==> config.mk <==
export PLATFORM = sky130hd
export DESIGN_NAME = key_bit_tx
export DESIGN_NICKNAME = d
export VERILOG_FILES = /design/src/rtl/key_bit_tx_pkg.sv /design/src/rtl/key_debounce.sv /design/src/rtl/key_bit_tx.sv
export SDC_FILE = /design/constraint.sdc
export NUM_CORES = 1
export LEC_CHECK = 0
export ABC_AREA = 0
export CAP_MARGIN = 20
export CORE_MARGIN = 2
export CORE_UTILIZATION = 62
export CTS_BUF_LIST = sky130_fd_sc_hd__clkbuf_16
export DETAILED_ROUTE_END_ITERATION = 6
export PLACE_DENSITY_LB_ADDON = 0.15
export SKIP_LAST_GASP = 1
export SYNTH_ARGS = -nofsm -noshare
export SYNTH_HDL_FRONTEND = slang
export SYNTH_SLANG_ARGS = --single-unit
==> constraint.sdc <==
create_clock -name CLOCK_50 -period 5 [get_ports CLOCK_50]
set_clock_uncertainty 0.15 [all_clocks]
set_input_delay 1 -clock CLOCK_50 [delete_from_list [all_inputs] [get_ports CLOCK_50]]
set_output_delay 1 -clock CLOCK_50 [all_outputs]
set_load 0.03 [all_outputs]
==> src/rtl/key_bit_tx_pkg.sv <==
// key_bit_tx_pkg: shared FSM encoding, bit constants and default debounce length
package key_bit_tx_pkg;
  typedef enum logic {IDLE, PEND} state_t;
  localparam logic BIT_K1 = 1'b1;
  localparam logic BIT_K2 = 1'b0;
  localparam int CLK_HZ = 50_000_000;
  // 20 ms of stable level at the 50 MHz system clock
  localparam int DEBOUNCE_DEFAULT = CLK_HZ / 50;
endpackage

==> src/rtl/key_debounce.sv <==
// key_debounce: two-flop synchroniser, counter debounce and one-cycle press event
// Ports: clk, rst_n (async active-low), pin (raw key), press (one-cycle pulse per debounced press)
module key_debounce
  import key_bit_tx_pkg::*;
#(
  parameter int DEBOUNCE_CYCLES = DEBOUNCE_DEFAULT,
  parameter int CNT_W = 20,
  parameter int KEY_ACTIVE_LOW = 1
) (
  input  logic clk,
  input  logic rst_n,
  input  logic pin,
  output logic press
);
  localparam logic REL = KEY_ACTIVE_LOW != 0;
  logic s1, s2, db, db_q, diff, done;
  logic [CNT_W-1:0] cnt;
  assign diff = s2 != db;
  assign done = diff && cnt == CNT_W'(DEBOUNCE_CYCLES - 1);
  always_ff @(posedge clk or negedge rst_n)
    if (!rst_n) begin
      s1 <= REL;
      s2 <= REL;
      db <= REL;
      db_q <= REL;
      cnt <= '0;
      press <= 1'b0;
    end else begin
      s1 <= pin;
      s2 <= s1;
      cnt <= (diff && !done) ? cnt + 1'b1 : '0;
      if (done) db <= s2;
      db_q <= db;
      // registered edge detect: fires the cycle after the debounced level turns pressed
      press <= db != REL && db_q == REL;
    end
endmodule

==> src/rtl/key_bit_tx.sv <==
// key_bit_tx: debounced two-key bit source with valid/ready output, drop pulse and event counter
// Ports: CLOCK_50, rst_n (async active-low), k1/k2 (raw keys, 1/0), bit_ready (core accept),
//        bit_valid/bit_value (pending bit), drop_pulse (discarded press), evt_count (accepted presses)
module key_bit_tx
  import key_bit_tx_pkg::*;
#(
  parameter int DEBOUNCE_CYCLES = DEBOUNCE_DEFAULT,
  parameter int CNT_W = 20,
  parameter int KEY_ACTIVE_LOW = 1
) (
  input  logic       CLOCK_50,
  input  logic       rst_n,
  input  logic       k1,
  input  logic       k2,
  input  logic       bit_ready,
  output logic       bit_valid,
  output logic       bit_value,
  output logic       drop_pulse,
  output logic [7:0] evt_count
);
  state_t state, state_n;
  logic ev1, ev0, xfer, one, acc, value_n, drop_n;
  logic [7:0] count_n;
  key_debounce #(.DEBOUNCE_CYCLES(DEBOUNCE_CYCLES), .CNT_W(CNT_W), .KEY_ACTIVE_LOW(KEY_ACTIVE_LOW))
    u_k1 (.clk(CLOCK_50), .rst_n(rst_n), .pin(k1), .press(ev1));
  key_debounce #(.DEBOUNCE_CYCLES(DEBOUNCE_CYCLES), .CNT_W(CNT_W), .KEY_ACTIVE_LOW(KEY_ACTIVE_LOW))
    u_k2 (.clk(CLOCK_50), .rst_n(rst_n), .pin(k2), .press(ev0));
  assign bit_valid = state == PEND;
  // a lone event is taken when the slot is free now or is being freed on this edge;
  // simultaneous events are always dropped together
  always_comb begin
    xfer = state == PEND && bit_ready;
    one = ev1 ^ ev0;
    acc = one && (state == IDLE || xfer);
    state_n = acc ? PEND : xfer ? IDLE : state;
    value_n = acc ? (ev1 ? BIT_K1 : BIT_K2) : bit_value;
    count_n = evt_count + 8'(acc);
    drop_n = (ev1 && ev0) || (one && !acc);
  end
  always_ff @(posedge CLOCK_50 or negedge rst_n)
    if (!rst_n) begin
      state <= IDLE;
      bit_value <= 1'b0;
      drop_pulse <= 1'b0;
      evt_count <= '0;
    end else begin
      state <= state_n;
      bit_value <= value_n;
      drop_pulse <= drop_n;
      evt_count <= count_n;
    end
endmodule

==> impl_summary.log, run 1 <==
[metrics] run status: finished, final reports clean
[metrics] number of hold-repair buffers added at the cts stage: 0
[metrics] number of nets in the layout: 286
[metrics] # clock sinks: 61
[metrics] Final Critical Period: 2.599 ns
[metrics] sequential fraction of the synthesis area: 0.5559
[metrics] clock buffers created by TritonCTS: 9
[metrics] reported leakage power: 1.363 nW
[metrics] I/O pin count: 16
[metrics] Cells after Synth: 251
[metrics] Die Ht: 70.77 um
[metrics] Slew Limit Fails: 0
[metrics] Starting DRT DRC Count: 157
[metrics] remaining antenna violation count: 0
[metrics] overall power of the completed layout: 0.001042 W
[metrics] initial antenna violation count: 0
[metrics] post-synthesis sequential element count: 61
[metrics] cell area after synthesis: 2764 sq um
[metrics] setup fix buffers added after clock tree synthesis: 0
[metrics] number of search-and-repair iterations in the first detailed-routing pass: 4
[metrics] leading cell types in the layout, fill and taps excluded: sky130_fd_sc_hd__dfrtp_1, sky130_fd_sc_hd__nor2_1, sky130_fd_sc_hd__xnor2_1
[metrics] worst slew margin relative to its limit: 0.5160
[metrics] critical path data required time: 5.05 ns
[metrics] clock-pin transition on the worst setup and hold timing paths: 0.05 ns
[metrics] routed len/inst: 14.26 um
[metrics] total gr overflow: 0
[metrics] worst-case clock buffer depth: 2
[metrics] transition time at the pin with the least slew margin: 0.7260 ns
[metrics] cell at the slowest stage of the critical path: sky130_fd_sc_hd__clkdlybuf4s50_1
[metrics] crit path max fanout: 3
[metrics] largest net degree at the start of global routing: 62
[metrics] clk_lat worst skew: 0.32 ns
[metrics] Power per Cell Area: 323.3 nW/um^2
[metrics] Primary FF master, synth: sky130_fd_sc_hd__dfrtp_1
[metrics] type of the worst min-delay path: flop to flop
[metrics] GPL Wtd Cong: 0.8089
[metrics] EDFF count, synth: 0
[metrics] largest registers ranked by flip-flop count: u_k1.cnt: 20 flops, u_k2.cnt: 20 flops, evt_count: 8 flops
[metrics] highest ir drop seen on vdd: 0.1848 mV
[metrics] Setup TNS: 0 ns
[metrics] die outline area: 5008 sq um
[metrics] multi-input gate area in the final layout: 1195 sq um
[metrics] Synth async-reset ratio: 1.000
[metrics] layout cell share with drive strength beyond 1: 0.1107
[metrics] unrepaired setup endpoints after global routing: no
[metrics] Final Hold Vio Count: 0
[metrics] horizontal extent of the die: 70.77 um
[metrics] Seq. cell area: 1536 sq um
[metrics] synth warn: 0
[metrics] worst path buffer plus inverter count: 1
[metrics] net count of the mapped netlist: 261
[metrics] total global routing track utilization: 0.2166
[metrics] critical path launch point type: input pin
[metrics] wire length of the first global-routing pass: 8.438 mm
[metrics] vias in the first global route: 1879
[metrics] number of instances resized during post-cts repair: 0
[metrics] number of fill cells in the layout: 305
[metrics] Crit. End Element: flop
[metrics] final HPWL from detailed placement: 3.130 mm
[metrics] most common cell after layout, fill and taps aside: sky130_fd_sc_hd__dfrtp_1
[metrics] per-instance average area after synthesis: 11.01 sq um
[metrics] via count: 1923
[metrics] maximum capacitance violations: 0
[metrics] kind of critical path: input pin to flop
[metrics] Period Utilization, post-route: 0.5197
[metrics] core footprint: 4324 sq um
[metrics] timing-limited maximum frequency: 0.3848 GHz
[metrics] # diodes: 0
[metrics] maximum level of the CTS H-tree: 3
[metrics] layout-stage area growth over the synthesis result: 16.66%
[metrics] critical path arrival: 2.65 ns
[metrics] cell class contributing the biggest share of worst-path delay: simple AND/OR/NAND/NOR gates
[metrics] list of cells traversed by the critical path: clkdlybuf4s50_1 > nand2b_1 > and2_1 > ha_1 > ha_1 > and3_1 > nand3_1 > xnor2_1
[metrics] via count normalized by instance count: 5.792
[metrics] remaining routing DRC violations: 0
[metrics] Most common cell on crit path: sky130_fd_sc_hd__ha_1
[metrics] IO buf count: 15
[metrics] number of distinct library cells after synthesis: 39
[metrics] buffer cell driving the clock tree root: sky130_fd_sc_hd__clkbuf_16
[metrics] final WL: 4.734 mm
[metrics] starting utilization of the core area: 0.6392
[metrics] CTS tree: built
[metrics] final number of setup-violating endpoints: 0
[metrics] highest cell delay on the worst timing path: 0.45 ns
[metrics] num rows: 24
-- cells in the mapped netlist (5+ instances only) --
library cell / count / area [sq um]
sky130_fd_sc_hd__dfstp_2: 8 / 210.2
sky130_fd_sc_hd__nor2_1: 29 / 108.9
sky130_fd_sc_hd__o31ai_1: 5 / 37.54
sky130_fd_sc_hd__a21oi_1: 8 / 40.04
sky130_fd_sc_hd__nor3_1: 8 / 40.04
sky130_fd_sc_hd__inv_1: 5 / 18.77
sky130_fd_sc_hd__xor2_1: 16 / 140.1
sky130_fd_sc_hd__and3_1: 6 / 37.54
sky130_fd_sc_hd__nor4_1: 7 / 43.79
sky130_fd_sc_hd__xnor2_1: 19 / 166.4
sky130_fd_sc_hd__or3_1: 5 / 31.28
sky130_fd_sc_hd__nand4_1: 8 / 50.05
sky130_fd_sc_hd__dfrtp_1: 53 / 1326
sky130_fd_sc_hd__nand3_1: 14 / 70.07
sky130_fd_sc_hd__nand2_1: 16 / 60.06
sky130_fd_sc_hd__o21ai_0: 5 / 25.02
sky130_fd_sc_hd__ha_1: 5 / 62.56
-- logic make-up (layout without fill, tap and decap cells) --
kind of cell / after synthesis / in the layout / synth area share
DFF: 61 / 61 / 0.5559
xor gates and xnor gates: 35 / 35 / 0.1109
buffers and inverters: 8 / 37 / 0.01177
and+or+nand+nor: 116 / 116 / 0.2273
adders and majority gates: 5 / 5 / 0.02263
muxes: 5 / 5 / 0.01947
AOI/OAI and AO/OA: 21 / 21 / 0.05206
-- where the power goes --
group | switching, W | internal (W) | total [W]
sequential | 0.00000518 | 0.000502 | 0.000507
clock | 0.000188 | 0.000321 | 0.000509
combinational | 0.0000178 | 0.00000851 | 0.0000263
-- worst reg2reg max path, delay by kind of cell (launching register included) --
kind	cells	cell delay, ns
compound gates	1	0.62
simple gates	3	0.86
flops	1	0.39
-- through the flow --
stage | worst slack, ns | std cells | util | hold slack [ns] | area (sq um)
2_1_floorplan | 2.655 | 251 | - | 0.1952 | 2764
3_3_place_gp | 2.189 | 316 | 0.6863 | 0.1978 | 2968
6_report | 2.401 | 332 | 0.7457 | 0.2045 | 3224
4_1_cts | 2.398 | 331 | 0.7439 | 0.2044 | 3217
5_1_grt | 2.276 | 332 | 0.7457 | 0.2122 | 3224
3_5_place_dp | 2.099 | 316 | 0.6863 | 0.1976 | 2968
-- layer usage --
metal | GRT usage | part of all wire | routed length [um] | up-vias
li1 | - | - | - | 944
met1 | 0.2749 | 0.45 | 2111 | 928
met2 | 0.3448 | 0.50 | 2369 | 37
met3 | 0.04701 | 0.029 | 138 | 14
met4 | 0.1258 | 0.024 | 114 | 0
met5 | 0 | 0 | 0 | -
-- worst paths after layout --
check	start	to	slack, ns	cells past startpoint
max	bit_ready	evt_count[6]$_DFF_PN0_	2.40	8
min	u_k1.s1$_DFF_PN1_	u_k1.s2$_DFF_PN1_	0.20	0
max reg2reg	u_k1.cnt[17]$_DFF_PN0_	u_k1.cnt[14]$_DFF_PN0_	2.83	4
min reg2reg	u_k1.s1$_DFF_PN1_	u_k1.s2$_DFF_PN1_	0.20	0
max in group asynchronous	rst_n	u_k1.cnt[12]$_DFF_PN0_	3.54	2
min in group asynchronous	rst_n	evt_count[5]$_DFF_PN0_	0.67	2
-- final cells by class --
cell class / instances / share of cell area
multi-input combinational: 182 / 0.3706
timing repair buffer: 17 / 0.04967
sequential: 61 / 0.4765
clock buffer: 9 / 0.06985
tap: 52 / 0.02018
clock inverter: 6 / 0.007373
inverter: 5 / 0.005821
No activity file was read; power rests on OpenSTA's default activity.
==> run 2, diff against run 1 <==
--- a/config.mk
+++ b/config.mk
@@ -8,7 +8,7 @@
 export ABC_AREA = 0
 export CAP_MARGIN = 20
 export CORE_MARGIN = 2
-export CORE_UTILIZATION = 62
+export CORE_UTILIZATION = 59
 export CTS_BUF_LIST = sky130_fd_sc_hd__clkbuf_16
 export DETAILED_ROUTE_END_ITERATION = 6
 export PLACE_DENSITY_LB_ADDON = 0.15
==> constraint.sdc (replaced) <==
create_clock -name CLOCK_50 -period 2.55 [get_ports CLOCK_50]
set_clock_uncertainty 0.15 [all_clocks]
set_input_delay 0.51 -clock CLOCK_50 [delete_from_list [all_inputs] [get_ports CLOCK_50]]
set_output_delay 0.51 -clock CLOCK_50 [all_outputs]
set_load 0.03 [all_outputs]
==> impl_summary.log, run 2 (synthesis gave the netlist of run 1 again) <==
[metrics] run status: finished, final reports clean
[metrics] I/O pin count: 16
[metrics] core footprint: 4444 sq um
[metrics] timing-limited maximum frequency: 0.4767 GHz
[metrics] remaining routing DRC violations: 0
[metrics] leading cell types in the layout, fill and taps excluded: sky130_fd_sc_hd__dfrtp_1, sky130_fd_sc_hd__nor2_1, sky130_fd_sc_hd__xnor2_1
[metrics] Setup TNS: 0 ns
[metrics] worst-case clock buffer depth: 2
[metrics] unrepaired setup endpoints after global routing: no
[metrics] Slew Limit Fails: 0
[metrics] number of instances resized during post-cts repair: 0
[metrics] critical path arrival: 1.44 ns
[metrics] origin of the worst setup path: evt_count[4]$_DFF_PN0_
[metrics] vias in the first global route: 1904
[metrics] Starting DRT DRC Count: 108
[metrics] Final Hold Vio Count: 0
[metrics] CTS tree: built
[metrics] crit path max fanout: 5
[metrics] Critical R2R Launch: u_k1.cnt[8]$_DFF_PN0_
[metrics] remaining antenna violation count: 0
[metrics] type of the worst min-delay path: input pin to async pin
[metrics] number of search-and-repair iterations in the first detailed-routing pass: 4
[metrics] final HPWL from detailed placement: 3.224 mm
[metrics] layout-stage area growth over the synthesis result: 20.55%
[metrics] initial antenna violation count: 0
[metrics] clock-pin transition on the worst setup and hold timing paths: 0.05 ns
[metrics] reported leakage power: 1.407 nW
[metrics] setup fix buffers added after clock tree synthesis: 0
[metrics] Period Utilization, post-route: 0.8226
[metrics] final number of setup-violating endpoints: 0
[metrics] worst slew margin relative to its limit: 0.5112
[metrics] Die Ht: 72.45 um
[metrics] maximum capacitance violations: 0
[metrics] slack of the worst reg-to-reg path: 0.48 ns
[metrics] cell count of the worst reg-to-reg path: 4
[metrics] routed len/inst: 15.26 um
[metrics] list of cells traversed by the critical path: clkdlybuf4s50_1
[metrics] horizontal extent of the die: 72.45 um
[metrics] wire length of the first global-routing pass: 8.749 mm
[metrics] # diodes: 0
[metrics] Setup crit end: evt_count[4]
[metrics] worst path buffer plus inverter count: 1
[metrics] clk_lat worst skew: 0.32 ns
[metrics] number of hold-repair buffers added at the cts stage: 0
[metrics] worst hold margin: 0.1854 ns
[metrics] cell class contributing the biggest share of worst-path delay: buffers and inverters
[metrics] kind of critical path: flop to output port
[metrics] total gr overflow: 0
[metrics] Levels on crit path: 1
[metrics] maximum level of the CTS H-tree: 3
[metrics] clock buffers created by TritonCTS: 9
[metrics] Crit. End Element: output port
[metrics] worst flop-to-flop path endpoint: u_k1.cnt[19]$_DFF_PN0_
[metrics] die outline area: 5248 sq um
[metrics] largest registers ranked by flip-flop count: u_k1.cnt: 20 flops, u_k2.cnt: 20 flops, evt_count: 8 flops
[metrics] highest cell delay on the worst timing path: 0.70 ns
[metrics] buffer cell driving the clock tree root: sky130_fd_sc_hd__clkbuf_16
[metrics] critical path data required time: 1.89 ns
[metrics] highest ir drop seen on vdd: 0.6385 mV
[metrics] number of nets in the layout: 287
[metrics] Power per Cell Area: 730.9 nW/um^2
[metrics] # clock sinks: 61
[metrics] starting utilization of the core area: 0.6219
[metrics] layout cell share with drive strength beyond 1: 0.1348
[metrics] GPL Wtd Cong: 0.8242
[metrics] IO buf count: 15
[metrics] via count: 1968
[metrics] cell at the slowest stage of the critical path: sky130_fd_sc_hd__clkdlybuf4s50_1
[metrics] transition time at the pin with the least slew margin: 0.7332 ns
[metrics] num rows: 24
[metrics] via count normalized by instance count: 5.892
[metrics] most common cell after layout, fill and taps aside: sky130_fd_sc_hd__dfrtp_1
[metrics] largest net degree at the start of global routing: 62
[metrics] total global routing track utilization: 0.2205
[metrics] critical path launch point type: flop
[metrics] final WL: 5.096 mm
[metrics] Final Critical Period: 2.098 ns
==> run 2: cell count changes in the layout (fill, tap and decap cells not counted), sizes merged <==
| cell | previous run | this run |
|---|---|---|
| inv | 6 | 5 |
| bufinv | 0 | 3 |
| clkinvlp | 0 | 1 |
| buf | 3 | 4 |
| clkinv | 5 | 3 |
==> run 2: worst min-delay path by stage <==
stage                                        end  cells after the start  slack [ns]
after floorplan            bit_valid$_DFFE_PN0P_                      0        0.06
after global placement         u_k1.s2$_DFF_PN1_                      0        0.20
after detailed placement       u_k1.s2$_DFF_PN1_                      0        0.20
after CTS                 u_k2.cnt[12]$_DFF_PN0_                      2        0.21
after global routing           u_k1.s2$_DFF_PN1_                      0        0.21
final                     evt_count[6]$_DFF_PN0_                      2        0.19
==> run 2: where the power goes <==
part,internal (W),switching (W)
logic,0.0000176,0.0000358
clock network,0.000958,0.000431
registers,0.000983,0.0000107
total,0.00196,0.000477
==> run 2: metal layers <==
metal  wire length [um]  vias to the layer above  share of wire  global-route usage
met2               2584                       40           0.51              0.3476
li1                   -                      943              -                   -
met3                145                       13          0.028             0.04583
met1               2250                      972           0.44              0.2864
met5                  0                        -              0                   0
met4                116                        0          0.023              0.1214
==> run 2: through the flow <==
step | cells | utilization | setup slack [ns] | instance area [sq um] | total power, W
global route | 334 | 0.7497 | 0.3006 | 3332 | 0.002510
floorplan | 251 | - | 0.6254 | 2764 | 0.001030
CTS | 334 | 0.7497 | 0.4467 | 3332 | 0.002458
global placement | 318 | 0.6712 | 0.2402 | 2983 | 0.001063
finish | 334 | 0.7497 | 0.4523 | 3332 | 0.002435
detailed placement | 318 | 0.6712 | 0.1845 | 2983 | 0.001064
==> run 2: layout make-up <==
class | count | area [sq um]
clock buffers | 9 | 225.2
well taps | 52 | 65.06
inverters | 5 | 18.77
flip-flops and latches | 61 | 1536
repair buffers | 18 | 167.7
clock inverters | 7 | 123.9
fillers | 305 | 1112
multi-input cells | 182 | 1195
